$ cat src/rtl/alu_mc_pkg.sv
// Shared definitions for the alu_mc block: opcode encodings and FSM state codes.
package alu_mc_pkg;

    typedef logic [2:0] alu_op_t;

    localparam alu_op_t ALU_AND = 3'b000;
    localparam alu_op_t ALU_OR  = 3'b001;
    localparam alu_op_t ALU_ADD = 3'b010;
    localparam alu_op_t ALU_MUL = 3'b011;
    localparam alu_op_t ALU_XOR = 3'b100;
    localparam alu_op_t ALU_NOR = 3'b101;
    localparam alu_op_t ALU_SUB = 3'b110;
    localparam alu_op_t ALU_SLT = 3'b111;

    localparam logic [1:0] ST_IDLE = 2'd0;
    localparam logic [1:0] ST_BUSY = 2'd1;
    localparam logic [1:0] ST_DONE = 2'd2;

endpackage

$ cat src/rtl/alu_mc_mul.sv
// Iterative shift-add multiplier: one multiplier bit per cycle, DATA_WIDTH cycles
// after i_start. o_done flags the final iteration cycle and o_product already
// carries that iteration's sum, so the caller can capture it on the same edge.
module alu_mc_mul #(
    parameter int DATA_WIDTH = 32
) (
    input  logic                  clk,
    input  logic                  rst_n,
    input  logic                  i_start,
    input  logic [DATA_WIDTH-1:0] i_a,
    input  logic [DATA_WIDTH-1:0] i_b,
    output logic                  o_done,
    output logic [DATA_WIDTH-1:0] o_product
);

    localparam int CW = $clog2(DATA_WIDTH + 1);

    logic [DATA_WIDTH-1:0] r_mcand;
    logic [DATA_WIDTH-1:0] r_mplier;
    logic [DATA_WIDTH-1:0] r_acc;
    logic [CW-1:0]         r_cnt;
    logic [DATA_WIDTH-1:0] w_acc_next;

    assign w_acc_next = r_mplier[0] ? (r_acc + r_mcand) : r_acc;
    assign o_done     = (r_cnt == CW'(1));
    assign o_product  = w_acc_next;

    // Load operands on start, then consume one multiplier bit per cycle until the count expires.
    always_ff @(posedge clk) begin
        if (!rst_n) begin
            r_mcand  <= '0;
            r_mplier <= '0;
            r_acc    <= '0;
            r_cnt    <= '0;
        end else if (i_start) begin
            r_mcand  <= i_a;
            r_mplier <= i_b;
            r_acc    <= '0;
            r_cnt    <= CW'(DATA_WIDTH);
        end else if (r_cnt != '0) begin
            r_acc    <= w_acc_next;
            r_mcand  <= r_mcand << 1;
            r_mplier <= r_mplier >> 1;
            r_cnt    <= r_cnt - CW'(1);
        end
    end

endmodule

$ cat src/rtl/alu_mc.sv
// Multi-cycle ALU with valid/ready handshakes on both sides.
// Single-cycle ops finish on the accept edge; MUL runs through alu_mc_mul when
// ALU_MC_MUL_EN is defined, otherwise MUL completes in one cycle with a zero result.
//
// state   | meaning
// --------+-----------------------------------------------------------
// IDLE    | ready for a new operation (in_ready = 1)
// BUSY    | iterative multiply in progress
// DONE    | result and flags held until the consumer takes them
module alu_mc
    import alu_mc_pkg::*;
#(
    parameter int DATA_WIDTH = 32
) (
    input  logic                  clk,
    input  logic                  rst_n,
    input  logic                  in_valid,
    output logic                  in_ready,
    input  logic [2:0]            ALUop,
    input  logic [DATA_WIDTH-1:0] A,
    input  logic [DATA_WIDTH-1:0] B,
    output logic                  out_valid,
    input  logic                  out_ready,
    output logic [DATA_WIDTH-1:0] Result,
    output logic                  Overflow,
    output logic                  CarryOut,
    output logic                  Zero
);

    localparam int MSB = DATA_WIDTH - 1;

    logic [1:0]            r_state;
    logic [DATA_WIDTH-1:0] r_result;
    logic                  r_ovf;
    logic                  r_cout;
    logic                  r_zero;

    logic [DATA_WIDTH:0]   w_sum;
    logic [DATA_WIDTH:0]   w_diff;
    logic [DATA_WIDTH-1:0] w_res;
    logic                  w_ovf;
    logic                  w_cout;
    logic                  w_accept;

    assign in_ready  = (r_state == ST_IDLE);
    assign out_valid = (r_state == ST_DONE);
    assign Result    = r_result;
    assign Overflow  = r_ovf;
    assign CarryOut  = r_cout;
    assign Zero      = r_zero;

    assign w_accept = in_valid && in_ready;

    // Extra top bit of w_diff is the unsigned borrow (set iff A < B).
    assign w_sum  = {1'b0, A} + {1'b0, B};
    assign w_diff = {1'b0, A} - {1'b0, B};

`ifdef ALU_MC_MUL_EN
    logic                  w_mul_start;
    logic                  w_mul_done;
    logic [DATA_WIDTH-1:0] w_mul_prod;

    assign w_mul_start = w_accept && (ALUop == ALU_MUL);

    alu_mc_mul #(
        .DATA_WIDTH (DATA_WIDTH)
    ) u_mul (
        .clk       (clk),
        .rst_n     (rst_n),
        .i_start   (w_mul_start),
        .i_a       (A),
        .i_b       (B),
        .o_done    (w_mul_done),
        .o_product (w_mul_prod)
    );
`endif

    // Single-cycle datapath; MUL yields zero here (the iterative path supplies its own result).
    always_comb begin
        w_res  = '0;
        w_ovf  = 1'b0;
        w_cout = 1'b0;
        case (ALUop)
            ALU_AND: w_res = A & B;
            ALU_OR:  w_res = A | B;
            ALU_XOR: w_res = A ^ B;
            ALU_NOR: w_res = ~(A | B);
            ALU_ADD: begin
                w_res  = w_sum[MSB:0];
                w_cout = w_sum[DATA_WIDTH];
                w_ovf  = (A[MSB] == B[MSB]) && (w_sum[MSB] != A[MSB]);
            end
            ALU_SUB: begin
                w_res  = w_diff[MSB:0];
                w_cout = w_diff[DATA_WIDTH];
                w_ovf  = (A[MSB] != B[MSB]) && (w_diff[MSB] != A[MSB]);
            end
            ALU_SLT: w_res = {{(DATA_WIDTH-1){1'b0}}, ($signed(A) < $signed(B))};
            default: w_res = '0;
        endcase
    end

    // Control FSM and result/flag registers; a reset in any state drops the operation.
    always_ff @(posedge clk) begin
        if (!rst_n) begin
            r_state  <= ST_IDLE;
            r_result <= '0;
            r_ovf    <= 1'b0;
            r_cout   <= 1'b0;
            r_zero   <= 1'b0;
        end else begin
            case (r_state)
                ST_IDLE: begin
                    if (w_accept) begin
`ifdef ALU_MC_MUL_EN
                        if (ALUop == ALU_MUL) begin
                            r_state <= ST_BUSY;
                        end else begin
                            r_state  <= ST_DONE;
                            r_result <= w_res;
                            r_ovf    <= w_ovf;
                            r_cout   <= w_cout;
                            r_zero   <= (w_res == '0);
                        end
`else
                        r_state  <= ST_DONE;
                        r_result <= w_res;
                        r_ovf    <= w_ovf;
                        r_cout   <= w_cout;
                        r_zero   <= (w_res == '0);
`endif
                    end
                end
                ST_BUSY: begin
`ifdef ALU_MC_MUL_EN
                    if (w_mul_done) begin
                        r_state  <= ST_DONE;
                        r_result <= w_mul_prod;
                        r_ovf    <= 1'b0;
                        r_cout   <= 1'b0;
                        r_zero   <= (w_mul_prod == '0);
                    end
`else
                    r_state <= ST_IDLE;
`endif
                end
                ST_DONE: begin
                    if (out_ready) begin
                        r_state <= ST_IDLE;
                    end
                end
                default: r_state <= ST_IDLE;
            endcase
        end
    end

endmodule

$ cat config.mk
export PLATFORM = sky130hd
export DESIGN_NAME = alu_mc
export DESIGN_NICKNAME = d
export VERILOG_FILES = /design/src/rtl/alu_mc_pkg.sv /design/src/rtl/alu_mc_mul.sv /design/src/rtl/alu_mc.sv
export SDC_FILE = /design/constraint.sdc
export NUM_CORES = 1
export LEC_CHECK = 0
export ABC_CLOCK_PERIOD_IN_PS = 6400
export CAP_MARGIN = 40
export CORE_AREA = 2 2 116 118
export DETAILED_ROUTE_END_ITERATION = 7
export DIE_AREA = 0 0 118 120
export GPL_TIMING_DRIVEN = 1
export PLACE_DENSITY_LB_ADDON = 0.12
export SETUP_SLACK_MARGIN = 0.2
export SYNTH_ARGS = -nofsm -noshare
export SYNTH_HDL_FRONTEND = slang
export SYNTH_SLANG_ARGS = --single-unit
$ cat constraint.sdc
create_clock -name clk -period 6.4 [get_ports clk]
set_input_delay 1.92 -clock clk [delete_from_list [all_inputs] [get_ports clk]]
set_output_delay 1.92 -clock clk [all_outputs]
set_load 0.03 [all_outputs]
==> results.md, run 1 <==
- Most common cell in the netlist: nor2_1
- Most used cell, CP: nand4_1
- Synth warn: 0
- Critical-path maximum fanout: 8
- Post-synthesis compound-gate area fraction: 32.87%
- CP delay by family, top: simple AND/OR/NAND/NOR gates
- Nets: between 1000 and 1500
- DIE WIDTH: 118 µm
- Largest net degree at the start of global routing: 58
- Syn Area/Cell: about 7 µm²
- Synth top area cells: ha_1 (17%), dfxtp_1 (10%), a211oi_1 (6.0%)
- TritonCTS Buffers: 5
- Post-synth EDFFs: 0
- CTS tree: done
- # rows: 42
- Initial antenna violation count: 0
- Ys async rst share: 0%
- Type of origin of the critical path: input pin
- Clock latency on the worst-skew pair: approximately 0.28 ns
- Finished Layout Cells: 1304
- First-pass GRT wire length: 40280 µm
- Finished Cell Area: 0.008743 mm²
- DPL Wire Length: around 20000 µm
- Port bufs: approximately 110
- Vias per cell: about 6.4
- Crit path required time: ~6.6 ns
- Dpl cells: 1296
- Synthesized instance count: between 1000 and 1500
- Max frequency: 167.0 MHz
- DR WL/cell: 19.79 µm
- Status: completed
- Min cycle time layout: between 5 and 6 ns
- Seq pwr share: approximately a fifth
- Largest area contributor in the netlist: ha_1
- Worst path max stage delay: between 0.5 and 0.6 ns
- Ant. Diodes: 0
- RSZ-0062 raised after global routing: no
- Area of the core: approximately 0.013 mm²
- Post-Route WL: 25800 µm
- Least-Margin Pin Slew: approximately 0.76 ns
- Critical Setup Path Class: in2reg
- Synth Area in Simple Gates: 21.47%
- Register area share after synthesis: 10.01%
- Peak VDD IR: 0.0001086 V
- Crit share post-route: 93.57%
- Slowest cell on crit path: clkdlybuf4s50_1
- HP Class: reg2reg
- Post-route ant nets: 0
- # DRC: 0
- CP bufs+invs: 2
- Fin. Hold Viols: 0
- Slew headroom: about half
- Synth Area in Adders: 17.76%
- Max-cap viol count: 0
- Number of clock sinks: 36
- Comb power frac: between 50 and 60%
- DR vias: 8333
- Cell variety after synth: 76
- Area of the mapped netlist: between 0.007 and 0.008 mm²
- Yosys reg bits: 36
- Setup TNS Final: 0 ns
- Sw frac: approximately 43%
- Die area: 0.01416 mm²
- Worst path cell trace: clkdlybuf4s50_1 -> inv_1 -> ha_1 -> and2_4 -> a221o_1 -> or2_1 -> a32o_1 -> o41a_1 -> xor2_1 -> a221oi_2 -> nand4_1 -> nor4_1 -> nand4_1 -> or4_1 -> o21ai_1
- Drt first pass iters: 5
- Mux cell area share after synthesis: 2.764%
- Setup crit end kind: register
- Clk pin slew, worst setup/hold paths: 0.06 ns
- Mapped Nets: 1209
- Setup Buffers After CTS: 0
- All-Layer GR Usage: 34.98%
- Layout cell share with drive strength beyond 1: about 7.4%
- Pleak: 3.825 nW
- Gr ovfl total: 0
- Top FF cell, synth: dfxtp_1
- H-tree Lvls: 2
- Int Power: 0.7522 mW
- Vias in the first global route: 7509
- Reg2reg setup slack: around 3.7 ns
- Die H: ~120 µm
- Synthesis-to-layout area growth: 21.47%
- Filler cell count: 1157
- Hold_buf cts: 0
- I/O Pins: 108
- Synth Area in XOR/XNOR: around 6.3%
- DRT iter0 DRCs: around 970
- Area fraction of the dominant cell type after synthesis: 17.21%
- Final setup fails: 0
- Commonest cells post-synth: nor2_1 (113), ha_1 (99), inv_1 (95)
- Initial Utilization: 55.46%
- Area after DPL: ~0.0085 mm²
- Largest family of logic cells by synthesized area: compound AO/OA/AOI/OAI gates
- Total power divided by cell area: 150.6 mW/mm²
- Final Skew: approximately 0.004 ns
- Clock root buffer: clkbuf_16
- Max clock buf depth: 2
- Arrival @ worst endpoint: a little over 6 ns
- Net Sw Power: 0.5646 mW
- Clock share of power: about 23%
- Gpl congestion: 1.001
- Slew Limit Fails: 0
==> cells by family after synthesis <==
logic type	after synthesis
XOR/XNOR	52
AO/OA/AOI/OAI	350
adder cells (fa/ha/maj)	101
buffers and inverters	162
AND/OR/NAND/NOR	317
multiplexers	19
flip-flops	36
==> cells in the final DEF, fill, tap and decap left out, types with 7 or more instances in the layout <==
cell             netlist  routed
a22oi_1                7       7
nor2b_1               30      29
mux2i_1               12      12
dfxtp_1               36      36
a31oi_1               10      10
and3_1                 9       9
a211o_1                9       9
o211ai_1              10      10
o21bai_1               8       8
a21oi_1               80      79
mux2_2                 7       7
nor2_1               113     113
a211oi_1              58      56
nand2_1               51      51
nand2b_1              13      13
buf_4                  0      44
nor4_1                15      15
nand4_1               11      11
nor3_1                27      27
o21ai_0               65      65
xnor2_1               31      31
nand3_1               17      17
clkdlybuf4s50_1        0     105
inv_1                 95      95
o31ai_1               11      11
o22ai_1                7       7
xor2_1                21      21
a21o_1                16      16
ha_1                  99      99
==> flip-flops by register name, summed over array words and instances, names as in the netlist <==
signal / flops
Zero: 1
CarryOut: 1
Result: 32
Overflow: 1
r_state: 1
==> tightest hold or removal path: cells and delay by family (launching register included) <==
family / cells / cell delay (ns)
DFF: 1 / 0.31
and+or+nand+nor: 1 / 0.06
AOI/OAI and AO/OA: 1 / 0.05
==> what timing repair did <==
action | in CTS | in global routing
resized for setup | 0 | 5
endpoints found under the setup margin | 0 | 1
hold endpoints to repair | 0 | 0
==> power by group through the flow <==
stage | logic (mW) | registers, mW | clock network, mW
floorplan | 0.445 | 0.295 | 0
global placement | 0.731 | 0.260 | 0
detailed placement | 0.737 | 0.260 | 0
CTS | 0.743 | 0.256 | 0.296
global route | 0.821 | 0.258 | 0.305
finish | 0.764 | 0.256 | 0.296
==> per-layer routing <==
metal	wire [µm]	global-route usage, %
met1	11360	50.36
met5	0	0
met4	700	8.584
met3	2385	3.232
met2	11360	56.14
==> metrics by stage <==
step	total power, mW	worst slack, ns	utilization, %	hold WS [ns]
floorplan	0.7401	1.027	-	0.5844
global placement	0.9907	0.2224	65.76	0.4426
detailed placement	0.9969	0.06058	65.76	0.4548
CTS	1.294	0.3380	67.17	0.4660
global route	1.385	0.2135	67.36	0.4894
finish	1.317	0.4113	67.36	0.4723
==> cell type report <==
cell class / instances / area [µm²] / share of cell area, %
Clock buffer: 7 / 152.6 / 1.746
Clock inverter: 1 / 30.03 / 0.3434
Inverter: 95 / 356.6 / 4.078
Multi-Input combinational cell: 839 / 5877 / 67.22
Sequential cell: 36 / 720.7 / 8.243
Tap cell: 176 / 220.2 / 2.519
Timing Repair Buffer: 150 / 1386 / 15.86
==> worst paths after layout <==
check / startpoint / end / cells after the start
worst min register to register: Overflow / Overflow / 2
worst max-delay path: A[3] / Zero / 15
worst min-delay path: Overflow / Overflow / 2
worst max register to register: r_state[1] / Zero / 11
(Power assumes the default switching activity.)
==> inputs of run 2 (changes only) <==
--- a/config.mk
+++ b/config.mk
@@ -10,7 +10,6 @@
 export CORE_AREA = 2 2 116 118
 export DETAILED_ROUTE_END_ITERATION = 7
 export DIE_AREA = 0 0 118 120
-export GPL_TIMING_DRIVEN = 1
 export PLACE_DENSITY_LB_ADDON = 0.12
 export SETUP_SLACK_MARGIN = 0.2
 export SYNTH_ARGS = -nofsm -noshare
==> results of run 2 <==
Final layout, timing and power as in run 1 (identical DEF).
==> inputs of run 3 (changes only) <==
--- a/config.mk
+++ b/config.mk
@@ -10,8 +10,9 @@
 export CORE_AREA = 2 2 116 118
 export DETAILED_ROUTE_END_ITERATION = 7
 export DIE_AREA = 0 0 118 120
-export PLACE_DENSITY_LB_ADDON = 0.12
+export PLACE_DENSITY_LB_ADDON = 0.25
 export SETUP_SLACK_MARGIN = 0.2
 export SYNTH_ARGS = -nofsm -noshare
 export SYNTH_HDL_FRONTEND = slang
+export SYNTH_HIERARCHICAL = 1
 export SYNTH_SLANG_ARGS = --single-unit
==> run 3 against run 2 <==
Global-route usage decreased by 0.066 points. Sequential share of layout area about the same. Routed wire length down 1.4%. Fmax increased by 0.65%. Register-to-register slack lost 0.03 ns. Utilization grew 0.077 points. Sequential power hardly changed. Combinational power barely moved. Via count unchanged. Sequential cell count did not move. Synthesized area is the same. Critical path type unchanged. Highest routed layer unchanged.
==> results.md, run 3 <==
- Status: completed
- Dpl cells: 1303 (+0.54%)
- Slew headroom: 45.09% (-3.9 points)
- Largest area contributor in the netlist: ha_1
- Area of the core: 0.01298 mm² (unchanged)
- Fin. Hold Viols: 0 (unchanged)
- Critical Setup Path Class: in2reg
- I/O Pins: 108 (unchanged)
- Initial Utilization: 55.46% (unchanged)
- Finished Layout Cells: 1310 (+0.46%)
- Reg2Reg Depth: 11 (unchanged)
- Peak VDD IR: 0.00008880 V (-18%)
- Area fraction of the dominant cell type after synthesis: 17.21% (unchanged)
- Final Skew: 0.001679 ns (-0.002352 ns)
- DRT iter0 DRCs: 965 (-0.82%)
- Min cycle time layout: 5.950 ns (-0.03867 ns)
- Most common cell in the netlist: nor2_1
- Top FF cell, synth: dfxtp_1
- Min setup slack post-route: 0.4500 ns (+0.03867 ns)
- Synthesis-to-layout area growth: 21.61%
- Gr ovfl total: 0 (unchanged)
- Register area share after synthesis: 10.01% (unchanged)
- H-tree Lvls: 2 (unchanged)
- Crit path required time: 6.61 ns (about the same)
- Setup TNS Final: 0 ns (unchanged)
- Number of clock sinks: 36 (unchanged)
- Clock root buffer: clkbuf_16
- DIE WIDTH: 118 µm (unchanged)
- All-Layer GR Usage: 34.91% (-0.066 points)
- Setup crit start: B[4]
- Max frequency: 168.1 MHz (+0.65%)
- Critical-path maximum fanout: 5 (-3)
- # rows: 42 (unchanged)
- Fin Hold WS: 0.4567 ns (-0.01561 ns)
- Commonest cells post-synth: nor2_1 (113), ha_1 (99), inv_1 (95)
- Least-Margin Pin Slew: 0.8206 ns (+0.05651 ns)
- # DRC: 0 (unchanged)
- Most common cell after layout, fill and taps aside: nor2_1
- Total power divided by cell area: 142.9 mW/mm² (-5.1%)
- Crit share post-route: 92.97% (-0.60 points)
- Gpl congestion: 0.9652 (-3.6%)
- Vias per cell: 6.361 (-0.46%)
- Initial antenna violation count: 0 (unchanged)
- Yosys reg bits: 36 (unchanged)
- Max reg flops: 32 (unchanged)
- Vias in the first global route: 7536 (+0.36%)
- Mapped Nets: 1209 (unchanged)
- Die H: 120 µm (unchanged)
- Footprint of the multi-input gates: 0.005883 mm² (+0.11%)
- Layout cell share with drive strength beyond 1: 8.025% (+0.58 points)
- Max-cap viol count: 0 (unchanged)
- Largest net degree at the start of global routing: 58 (unchanged)
- Pre-CTS setup slack: 0.07949 ns (+0.01892 ns)
- Nets: 1306 (+0.54%)
- Post-synth EDFFs: 0 (unchanged)
- Port bufs: 107 (unchanged)
- Sequential cell area: 720.7 µm² (unchanged)
- RSZ-0062 raised after global routing: no
- Hold depth: 2 (unchanged)
- FF-to-FF Start: r_state[1]
- HP Class: reg2reg
- Reg2reg setup slack: 3.64 ns (-0.03 ns)
- Final core utilization: 67.44% (+0.077 points)
- Most frequent cells in the layout: nor2_1 (113), clkdlybuf4s50_1 (105), ha_1 (98), inv_1 (95), a21oi_1 (79)
- CTS tree: done
- Hold_buf cts: 0 (unchanged)
- Pleak: 3.835 nW (+0.26%)
- Synth top area cells: ha_1 (17%), dfxtp_1 (10%), a211oi_1 (6.0%)
- Synthesized instance count: 1037 (unchanged)
- DR WL/cell: 19.41 µm (-1.9%)
- Type of origin of the critical path: input pin
- Arrival @ worst endpoint: 6.16 ns (-0.05 ns)
- Ys async rst share: 0% (unchanged)
- First-pass GRT wire length: 40270 µm (about the same)
- Max clock buf depth: 2 (unchanged)
- DR vias: 8333 (unchanged)
- Synth warn: 6 (+6)
- Final setup fails: 0 (unchanged)
- CP endpoint: Zero
- Worst reg2reg endpoint: Zero
- Drt first pass iters: 6 (+1)
- TritonCTS Buffers: 5 (unchanged)
- Post-Route WL: 25430 µm (-1.4%)
- Setup crit end kind: register
- Die area: 0.01416 mm² (unchanged)
- Syn Area/Cell: 6.941 µm² (unchanged)
- Slew Limit Fails: 0 (unchanged)
- Area of the mapped netlist: 0.007198 mm² (unchanged)
- Clk pin slew, worst setup/hold paths: 0.05 ns (about the same)
- Ant. Diodes: 0 (unchanged)
- Clock latency on the worst-skew pair: 0.28 ns (about the same)
- DPL Wire Length: 19810 µm (-1.2%)
- Post-route ant nets: 0 (unchanged)
- Cell variety after synth: 76 (unchanged)
- Filler cell count: 1201 (+3.8%)
[run 3: cell families (layout without fill, tap and decap cells)]
logic type / count (synthesis) / after routing / synth area share [%]
buffers and inverters: 162 / 259 / 8.795
xor gates and xnor gates: 52 / 52 / 6.327
AOI/OAI and AO/OA: 350 / 350 / 32.87
muxes: 19 / 19 / 2.764
DFF: 36 / 36 / 10.01
adders and majority gates: 101 / 101 / 17.76
and+or+nand+nor: 317 / 317 / 21.47
[run 3: worst min path at each step]
stage          startpoint        end  slack [ns]
3_3_place_gp     Overflow   Overflow        0.44
3_5_place_dp    Result[6]  Result[6]        0.45
2_1_floorplan        Zero       Zero        0.58
6_report        Result[9]  Result[9]        0.46
5_1_grt         Result[6]  Result[6]        0.49
4_1_cts         Result[9]  Result[9]        0.46
[run 3: what timing repair did]
action                                  in CTS  in global routing
setup buffers                                0                  0
hold endpoints to repair                     0                  0
resized for setup                            0                  6
endpoints found under the setup margin       0                  1
[run 3: metal layers]
metal / vias to the layer above / track usage [%] / routed length [µm]
li1: 3940 / - / -
met4: 0 / 9.111 / 578
met5: - / 0 / 0
met3: 56 / 4.230 / 2224
met2: 444 / 55.70 / 11310
met1: 3893 / 49.74 / 11320
[run 3: metrics by stage]
stage | area, µm² | power [mW]
after global routing | 8753 | 1.324
after floorplan | 7198 | 0.7401
after global placement | 8591 | 0.9950
final | 8753 | 1.251
after detailed placement | 8591 | 1.001
after CTS | 8725 | 1.231
[run 3: cell type report]
| cell class | count | share of cell area, % |
|---|---|---|
| sequential | 36 | 8.233 |
| multi-input combinational | 839 | 67.21 |
| clock inverter | 1 | 0.05718 |
| tap | 176 | 2.516 |
| clock buffer | 6 | 1.472 |
| timing repair buffer | 157 | 16.44 |
| inverter | 95 | 4.074 |
[run 3: power by group]
part | total (mW) | internal, mW | switching (mW)
registers | 0.256 | 0.244 | 0.0124
clock network | 0.229 | 0.141 | 0.0880
logic | 0.766 | 0.309 | 0.457
total | 1.25 | 0.694 | 0.557
[run 3: worst max-delay path, cell delays in order]
cell and delay [ns]:
clkdlybuf4s50_1 0.50, inv_1 0.07, ha_1 0.34, and2b_1 0.24, a2111oi_1 0.48, buf_4 0.20, nor2_1 0.09, o21ai_0 0.23
mux2_2 0.37, a221oi_2 0.32, and4_1 0.25, nand4_1 0.11, nor4_2 0.27, nand4_1 0.10, or4_1 0.52, o21ai_1 0.14
